==> src/rtl/fifo_pkg.sv <==
// Shared helpers for the async FIFO pointer logic.
// Gray/binary conversion and default geometry.
package fifo_pkg;

  localparam int ADDRSIZE_DEF = 4;
  localparam int DEPTH = 2**ADDRSIZE_DEF;
  localparam int PTRW = ADDRSIZE_DEF + 1;

  function automatic logic [31:0] bin2gray(
    input logic [31:0] n
  );
    return n ^ (n >> 1);
  endfunction

  // Bits at or above w are ignored; result fits in w bits.
  function automatic logic [31:0] gray2bin(
    input logic [31:0] g,
    input int          w
  );
    logic [31:0] gm;
    logic [31:0] b;
    gm = g & ((32'h1 << w) - 32'h1);
    b = '0;
    b[31] = gm[31];
    for (int i = 30; i >= 0; i--) begin
      b[i] = gm[i] ^ b[i+1];
    end
    return b;
  endfunction

endpackage

==> src/rtl/gray2bin_conv.sv <==
// Combinational Gray-to-binary converter.
// XOR prefix chain from the MSB down.
module gray2bin_conv #(
  parameter int W = 5
) (
  input  logic [W-1:0] gray,
  output logic [W-1:0] bin
);

  assign bin[W-1] = gray[W-1];

  for (genvar i = W - 2; i >= 0; i--) begin : g_chain
    assign bin[i] = gray[i] ^ bin[i+1];
  end

endmodule

==> src/rtl/wptr_full.sv <==
// Write-domain pointer, full, almost-full, level
// and sticky overflow logic of the async FIFO.
module wptr_full
  import fifo_pkg::*;
#(
  parameter int ADDRSIZE     = 4,
  parameter int AFULL_THRESH = 2**ADDRSIZE - 2
) (
  input  logic                wclk,
  input  logic                wrst_n,
  input  logic                winc,
  input  logic [ADDRSIZE:0]   wq2_rptr,
  input  logic                wclr_ovf,
  output logic [ADDRSIZE-1:0] waddr,
  output logic [ADDRSIZE:0]   wptr,
  output logic                wfull,
  output logic                wafull,
  output logic [ADDRSIZE:0]   wlevel,
  output logic                woverflow
);

  localparam int PW = ADDRSIZE + 1;

  logic [PW-1:0] wbin;
  logic [PW-1:0] wbinnext;
  logic [PW-1:0] wgraynext;
  logic [PW-1:0] rbin_s;
  logic [PW-1:0] rptr_full;
  logic [PW-1:0] level_next;
  logic          wen;
  logic          wfull_val;
  logic          wafull_val;

  gray2bin_conv #(
    .W(PW)
  ) u_rconv (
    .gray(wq2_rptr),
    .bin (rbin_s)
  );

  assign wen       = winc & ~wfull;
  assign wbinnext  = wbin + PW'(wen);
  assign wgraynext = PW'(bin2gray(32'(wbinnext)));

  // Full: write pointer one lap ahead of the read pointer.
  assign rptr_full = {~wq2_rptr[ADDRSIZE:ADDRSIZE-1],
                      wq2_rptr[ADDRSIZE-2:0]};
  assign wfull_val = (wgraynext == rptr_full);

  assign level_next = wbinnext - rbin_s;
  assign wafull_val =
    ({1'b0, level_next} >= (PW+1)'(AFULL_THRESH))
    | wfull_val;

  assign waddr = wbin[ADDRSIZE-1:0];

  always_ff @(posedge wclk) begin
    if (!wrst_n) begin
      wbin      <= '0;
      wptr      <= '0;
      wfull     <= 1'b0;
      wafull    <= 1'b0;
      wlevel    <= '0;
      woverflow <= 1'b0;
    end else begin
      wbin      <= wbinnext;
      wptr      <= wgraynext;
      wfull     <= wfull_val;
      wafull    <= wafull_val;
      wlevel    <= level_next;
      woverflow <= (winc & wfull) | (woverflow & ~wclr_ovf);
    end
  end

endmodule

==> config.mk <==
export PLATFORM = sky130hd
export DESIGN_NAME = wptr_full
export DESIGN_NICKNAME = d
export VERILOG_FILES = /design/src/rtl/fifo_pkg.sv /design/src/rtl/gray2bin_conv.sv /design/src/rtl/wptr_full.sv
export SDC_FILE = /design/constraint.sdc
export NUM_CORES = 1
export LEC_CHECK = 0
export BUFFER_PORTS_ARGS = -buffer_cell sky130_fd_sc_hd__buf_2
export CORE_UTILIZATION = 45
export CTS_CLUSTER_SIZE = 30
export DETAILED_ROUTE_END_ITERATION = 16
export GPL_ROUTABILITY_DRIVEN = 0
export PLACE_DENSITY = 0.72
export RECOVER_POWER = 25
export SETUP_SLACK_MARGIN = 0.3
export SLEW_MARGIN = 20
export SYNTH_ARGS = -nofsm -noshare
export SYNTH_HDL_FRONTEND = slang
export SYNTH_SLANG_ARGS = --single-unit
==> constraint.sdc <==
create_clock -name wclk -period 3 [get_ports wclk]
set_clock_uncertainty 0.2 [all_clocks]
set_input_delay 0.6 -clock wclk [delete_from_list [all_inputs] [get_ports wclk]]
set_output_delay 0.6 -clock wclk [all_outputs]
set_load 0.1 [all_outputs]
==> results of run 1 <==
==> flip-flops by register name, summed over array words and instances, names as in the netlist <==
name       count
wafull         1
wbin           4
wfull          1
wlevel         5
woverflow      1
wptr           5
==> worst max-delay path by stage <==
| stage | from | cells past startpoint | slack [ns] | endpoint |
|---|---|---|---|---|
| global route | wq2_rptr[4] | 11 | 0.07 | wafull |
| global placement | wq2_rptr[4] | 11 | -0.02 | wafull |
| detailed placement | wq2_rptr[4] | 11 | -0.16 | wafull |
| CTS | wq2_rptr[4] | 11 | 0.22 | wafull |
| floorplan | wq2_rptr[4] | 10 | 0.16 | wafull |
| finish | wq2_rptr[4] | 12 | 0.17 | wafull |
==> cell families (layout without fill, tap and decap cells) <==
| family | Yosys count | count (layout) | share of synthesized area (%) |
|---|---|---|---|
| DFF | 17 | 17 | 33.9 |
| xor gates and xnor gates | 19 | 19 | 19.3 |
| AOI/OAI and AO/OA | 11 | 11 | 7.97 |
| adders and majority gates | 7 | 7 | 9.46 |
| and+or+nand+nor | 36 | 36 | 23.0 |
| buffers and inverters | 10 | 43 | 6.35 |
==> critical path, stage by stage <==
cell and delay (ns):
buf_2 0.13, xnor2_4 0.20, xor2_2 0.19, xor2_1 0.23, buf_4 0.15, buf_4 0.10, inv_1 0.05, fa_2 0.39
xnor2_2 0.19, or2b_1 0.26, o311ai_2 0.22, a21o_1 0.15
==> final cells by class <==
cell class	count	area [um2]	share of cell area [%]
inverters	5	18.8	1.49
well taps	27	33.8	2.69
flip-flops and latches	17	345	27.5
multi-input cells	73	652	51.9
clock buffers	4	26.3	2.09
repair buffers	34	180	14.3
==> placed cells by master, fill, tap and decap left out, drive strengths merged, types with 2 or more instances in the layout <==
| cell type | Yosys | final |
|---|---|---|
| a21o | 2 | 2 |
| dfxtp | 17 | 17 |
| a21boi | 3 | 3 |
| xnor3 | 2 | 2 |
| o21ai | 3 | 3 |
| and2 | 9 | 9 |
| nand2 | 6 | 6 |
| xor2 | 5 | 5 |
| xnor2 | 12 | 12 |
| nor2b | 6 | 6 |
| nand3 | 3 | 3 |
| clkbuf | 1 | 8 |
| inv | 5 | 5 |
| ha | 6 | 6 |
| nor3b | 2 | 2 |
| nand4 | 2 | 2 |
| buf | 4 | 30 |
==> metal layers <==
| metal | up-vias | part of all wire [%] | track usage (%) |
|---|---|---|---|
| met2 | 21 | 47 | 30.1 |
| met5 | - | 0 | 0 |
| met3 | 6 | 4.1 | 2.18 |
| met4 | 0 | 2.9 | 7.35 |
| li1 | 392 | - | - |
| met1 | 352 | 46 | 22.8 |
==> power by group <==
group          total, mW  internal (mW)  switching, mW
registers          0.260          0.251        0.00891
logic              0.410          0.120          0.290
clock network      0.122         0.0517         0.0700
==> stage by stage <==
step	utilization [%]	instances	setup TNS, ns	setup slack (ns)
after floorplan	-	100	0	0.160
after global routing	62.1	160	0	0.0661
after global placement	59.2	154	-0.0226	-0.0226
final	62.1	160	0	0.165
after CTS	60.8	159	0	0.220
after detailed placement	59.2	154	-0.163	-0.163
==> timing repair <==
| action | CTS | global route |
|---|---|---|
| gates resized for setup | 0 | 6 |
| setup endpoints to repair | 1 | 2 |
| buffers inserted | 1 | 1 |
| hold endpoints to repair | 0 | 0 |
| pin swaps | 1 | 2 |
| cloned | 0 | 0 |
==> summary.md, run 1 <==
| Metric | Value |
|---|---|
| CTS Buffer Depth | `2` |
| Hold path depth | `2` |
| R2r endpoint | `wafull` |
| Htree depth | `1` |
| Sink Count | `17` |
| Pleak | `0.599 nW` |
| Cell taking the most area after synthesis | `dfxtp_1` |
| Hold Buf Count CTS | `0` |
| CTS clk-pin slew, worst paths | `0.10 ns` |
| Initial antenna violation count | `0` |
| Cell area after layout | `0.00126 mm2` |
| R2R depth | `10` |
| DIE WIDTH | `49.3 um` |
| PwrDens | `630 mW/mm2` |
| FF+latch count, synth | `17` |
| Slew @ Worst Pin | `0.599 ns` |
| Register area share after synthesis | `33.9%` |
| CP arrival | `2.87 ns` |
| Ports | `26` |
| Most frequent cells after synthesis | `dfxtp_1, xnor2_1, and2_1` |
| Gate Count Post-Synth | `100` |
| Clk_lat worst skew | `0.29 ns` |
| Port Buf Inserts | `25` |
| Slew headroom | `60.1%` |
| Syn avg cell area | `10.0 um2` |
| Top FF cell, synth | `dfxtp_1` |
| Maximum fanout along the worst path | `2` |
| Total core area | `0.00202 mm2` |
| Routed via count | `771` |
| Netlist Area Pre-Place | `0.00100 mm2` |
| FILL cells | `191` |
| Initial Utilization | `49.7%` |
| Crit path kind | `primary input to flip-flop` |
| Max-slew violation count | `0` |
| Final min period | `2.83 ns` |
| Worst Path Required | `3.04 ns` |
| Drt wl/cell | `11.8 um` |
| WHS | `0.285 ns` |
| Number of global-route vias before repair | `784` |
| Root Driver | `clkbuf_4` |
| Final hold viol count | `0` |
| Synth-to-Final Area Change | `25.0%` |
| Hold Path Class | `flip-flop to flip-flop` |
| Final net count | `150` |
| Synth Warn # | `0` |
| Crit end category | `flip-flop` |
| CTS tree | `yes` |
| # diodes | `0` |
| Die height | `49.3 um` |
| Largest net degree at the start of global routing | `18` |
| Global-route wire length before repair | `3350 um` |
| Post-synth net total | `116` |
| RSZ-0062 raised after global routing | `yes` |
| Worst Hold Launch | `woverflow` |
| Final HPWL DP | `1350 um` |
| Max frequency | `0.353 GHz` |
| Routed vias/inst | `4.82` |
| Max_cap viols | `0` |
| R2R Path Start | `wfull` |
| Rows | `16` |
| DRC Markers | `0` |
| Total gr overflow | `0` |
| Hold Crit Endpoint | `woverflow` |
| Power after layout | `791 uW` |
| Period utilization | `94.5%` |
| Die area | `0.00243 mm2` |
| Pre-antenna DRT Iters | `2` |
| Number of distinct library cells after synthesis | `31` |
| Synth top area cells | `dfxtp_1, xnor2_1, ha_1` |
| Final ANT Viol Nets | `0` |
| Status | `complete, no violations` |
| Peak VDD IR | `397 uV` |
| Async SR Flop Fraction | `0%` |
| Layout cells sized above 1 | `34.6%` |
| Cts bufs inserted | `3` |
| Synth top area share | `33.9%` |
| Post-synth EDFFs | `0` |
| Post-Route WL | `1890 um` |
| Placed instance area | `0.00120 mm2` |
| FF-to-FF setup slack | `0.42 ns` |
| Count leader, synth | `dfxtp_1` |
| Total track usage | `17.9%` |
| CP Launch Type | `primary input` |
| Final setup fails | `0` |
| Initial DRC Count | `3` |
Power figures use the tool's default switching activity.
==> run 2, diff against run 1 <==
REMOVE_ABC_BUFFERS = 1   (was not set)
==> summary.md, run 2 (same netlist as run 1, synthesis figures left out) <==
| Metric | Value |
|---|---|
| Crit end category | `flip-flop` |
| Sw frac | `46.1%` |
| CP arrival | `2.83 ns` |
| Routed vias/inst | `4.81` |
| Met2 Use GR | `29.7%` |
| Cts bufs inserted | `3` |
| Clk_lat worst skew | `0.29 ns` |
| Worst Path Required | `3.04 ns` |
| Maximum fanout along the worst path | `2` |
| CP Launch Type | `primary input` |
| Max-slew violation count | `0` |
| P_int | `433 uW` |
| Die height | `49.3 um` |
| Max frequency | `0.359 GHz` |
| Total gr overflow | `0` |
| Hold Path Class | `flip-flop to flip-flop` |
| Net Sw Power | `371 uW` |
| GR met1 Demand/Resource | `21.3%` |
| Total track usage | `17.6%` |
| Initial antenna violation count | `0` |
| Placed insts | `156` |
| Slew @ Worst Pin | `0.557 ns` |
| Sink Count | `17` |
| Rows | `16` |
| Final setup fails | `0` |
| Pre-antenna DRT Iters | `6` |
| # diodes | `0` |
| Final Non-Filler Cells | `162` |
| CTS Buffer Depth | `2` |
| Initial Utilization | `49.7%` |
| Clock network fraction of total power | `14.9%` |
| Peak VDD IR | `512 uV` |
| Power after layout | `804 uW` |
| Status | `complete, no violations` |
| Root Driver | `clkbuf_4` |
| DIE WIDTH | `49.3 um` |
| Port Buf Inserts | `25` |
| Final hold viol count | `0` |
| Period utilization | `92.8%` |
| Htree depth | `1` |
| Commonest non-fill, non-tap cell in the layout | `buf_2` |
| CTS clk-pin slew, worst paths | `0.09 ns` |
| Synth-to-Final Area Change | `26.9%` |
| Slew headroom | `62.9%` |
| Final ANT Viol Nets | `0` |
| Placed instance area | `0.00119 mm2` |
| Layout cells sized above 1 | `35.6%` |
| Post-Route WL | `1940 um` |
| CTS tree | `yes` |
| Pleak | `0.612 nW` |
| Total core area | `0.00202 mm2` |
| Fin Setup TNS | `0 ns` |
| Ports | `26` |
| Crit path kind | `primary input to flip-flop` |
| Number of global-route vias before repair | `733` |
| Final HPWL DP | `1370 um` |
| RSZ-0062 raised after global routing | `yes` |
| Drt wl/cell | `11.9 um` |
| PwrDens | `630 mW/mm2` |
| Initial DRC Count | `15` |
| GRT Max-Usage Layer | `met2` |
| Max_cap viols | `0` |
| Die area | `0.00243 mm2` |
| Combinational power share | `52.6%` |
| Global-route wire length before repair | `3150 um` |
| Cell area after layout | `0.00127 mm2` |
| Sequential power share | `32.5%` |
| Regs by FF count | `wlevel x5, wptr x5, wbin x4` |
| Final min period | `2.78 ns` |
| Hold Buf Count CTS | `0` |
| Highest-count cells in the layout ignoring fill and taps | `buf_2, dfxtp_1, xnor2_1, buf_4, and2_1` |
| DRC Markers | `0` |
| Final net count | `152` |
| Routed via count | `779` |
| M3 GR Usage | `2.80%` |
| Largest net degree at the start of global routing | `18` |
-- run 2: path summary, 6_finish.rpt --
path	slack, ns	to	cells past startpoint	start
worst max-delay path	0.22	wafull	11	wq2_rptr[3]
worst min-delay path	0.29	woverflow	2	wfull
worst max register to register	0.44	wafull	10	wfull
worst min register to register	0.29	woverflow	2	wfull
-- run 2: routing by layer --
metal / vias up / part of all wire, %
met1: 356 / 45
met3: 2 / 4.8
met4: 0 / 0.88
met2: 25 / 50
met5: - / 0
li1: 396 / -
-- run 2: worst max-delay path, cell delays in order --
cell	delay, ns
buf_2	0.14
xnor2_4	0.20
xor2_2	0.22
xor2_2	0.20
xnor2_1	0.12
ha_2	0.20
fa_2	0.37
xnor2_2	0.17
or2b_1	0.25
o311ai_2	0.21
a21o_1	0.14
-- run 2: stage by stage --
stage / setup slack (ns) / util (%) / hold WS, ns
floorplan: -0.287 / - / 0.510
global placement: -0.224 / 58.7 / 0.264
detailed placement: -0.351 / 58.7 / 0.274
CTS: 0.129 / 61.8 / 0.288
global route: 0.106 / 63.1 / 0.323
finish: 0.217 / 63.1 / 0.287
-- run 2: repair_timing --
| action | CTS | global route |
|---|---|---|
| hold endpoints to repair | 0 | 0 |
| setup endpoints to repair | 2 | 3 |
| cloned | 0 | 0 |
| pin swaps | 5 | 2 |
| gates resized for setup | 5 | 6 |
| setup buffers | 2 | 0 |
-- run 2: area by class of cell --
class	instances	area, um2
fill	188	747
multi-input combinational	73	659
sequential	17	340
timing repair buffer	36	195
tap	27	33.8
clock buffer	3	22.5
inverter	5	18.8
clock inverter	1	5.00
-- run 2: power by group through the flow --
stage               Combinational [mW]  Clock, mW  Sequential (mW)
finish                           0.423      0.120            0.261
global route                     0.446      0.134            0.265
CTS                              0.413      0.126            0.261
detailed placement               0.392          0            0.266
global placement                 0.387          0            0.266
floorplan                        0.115          0            0.456
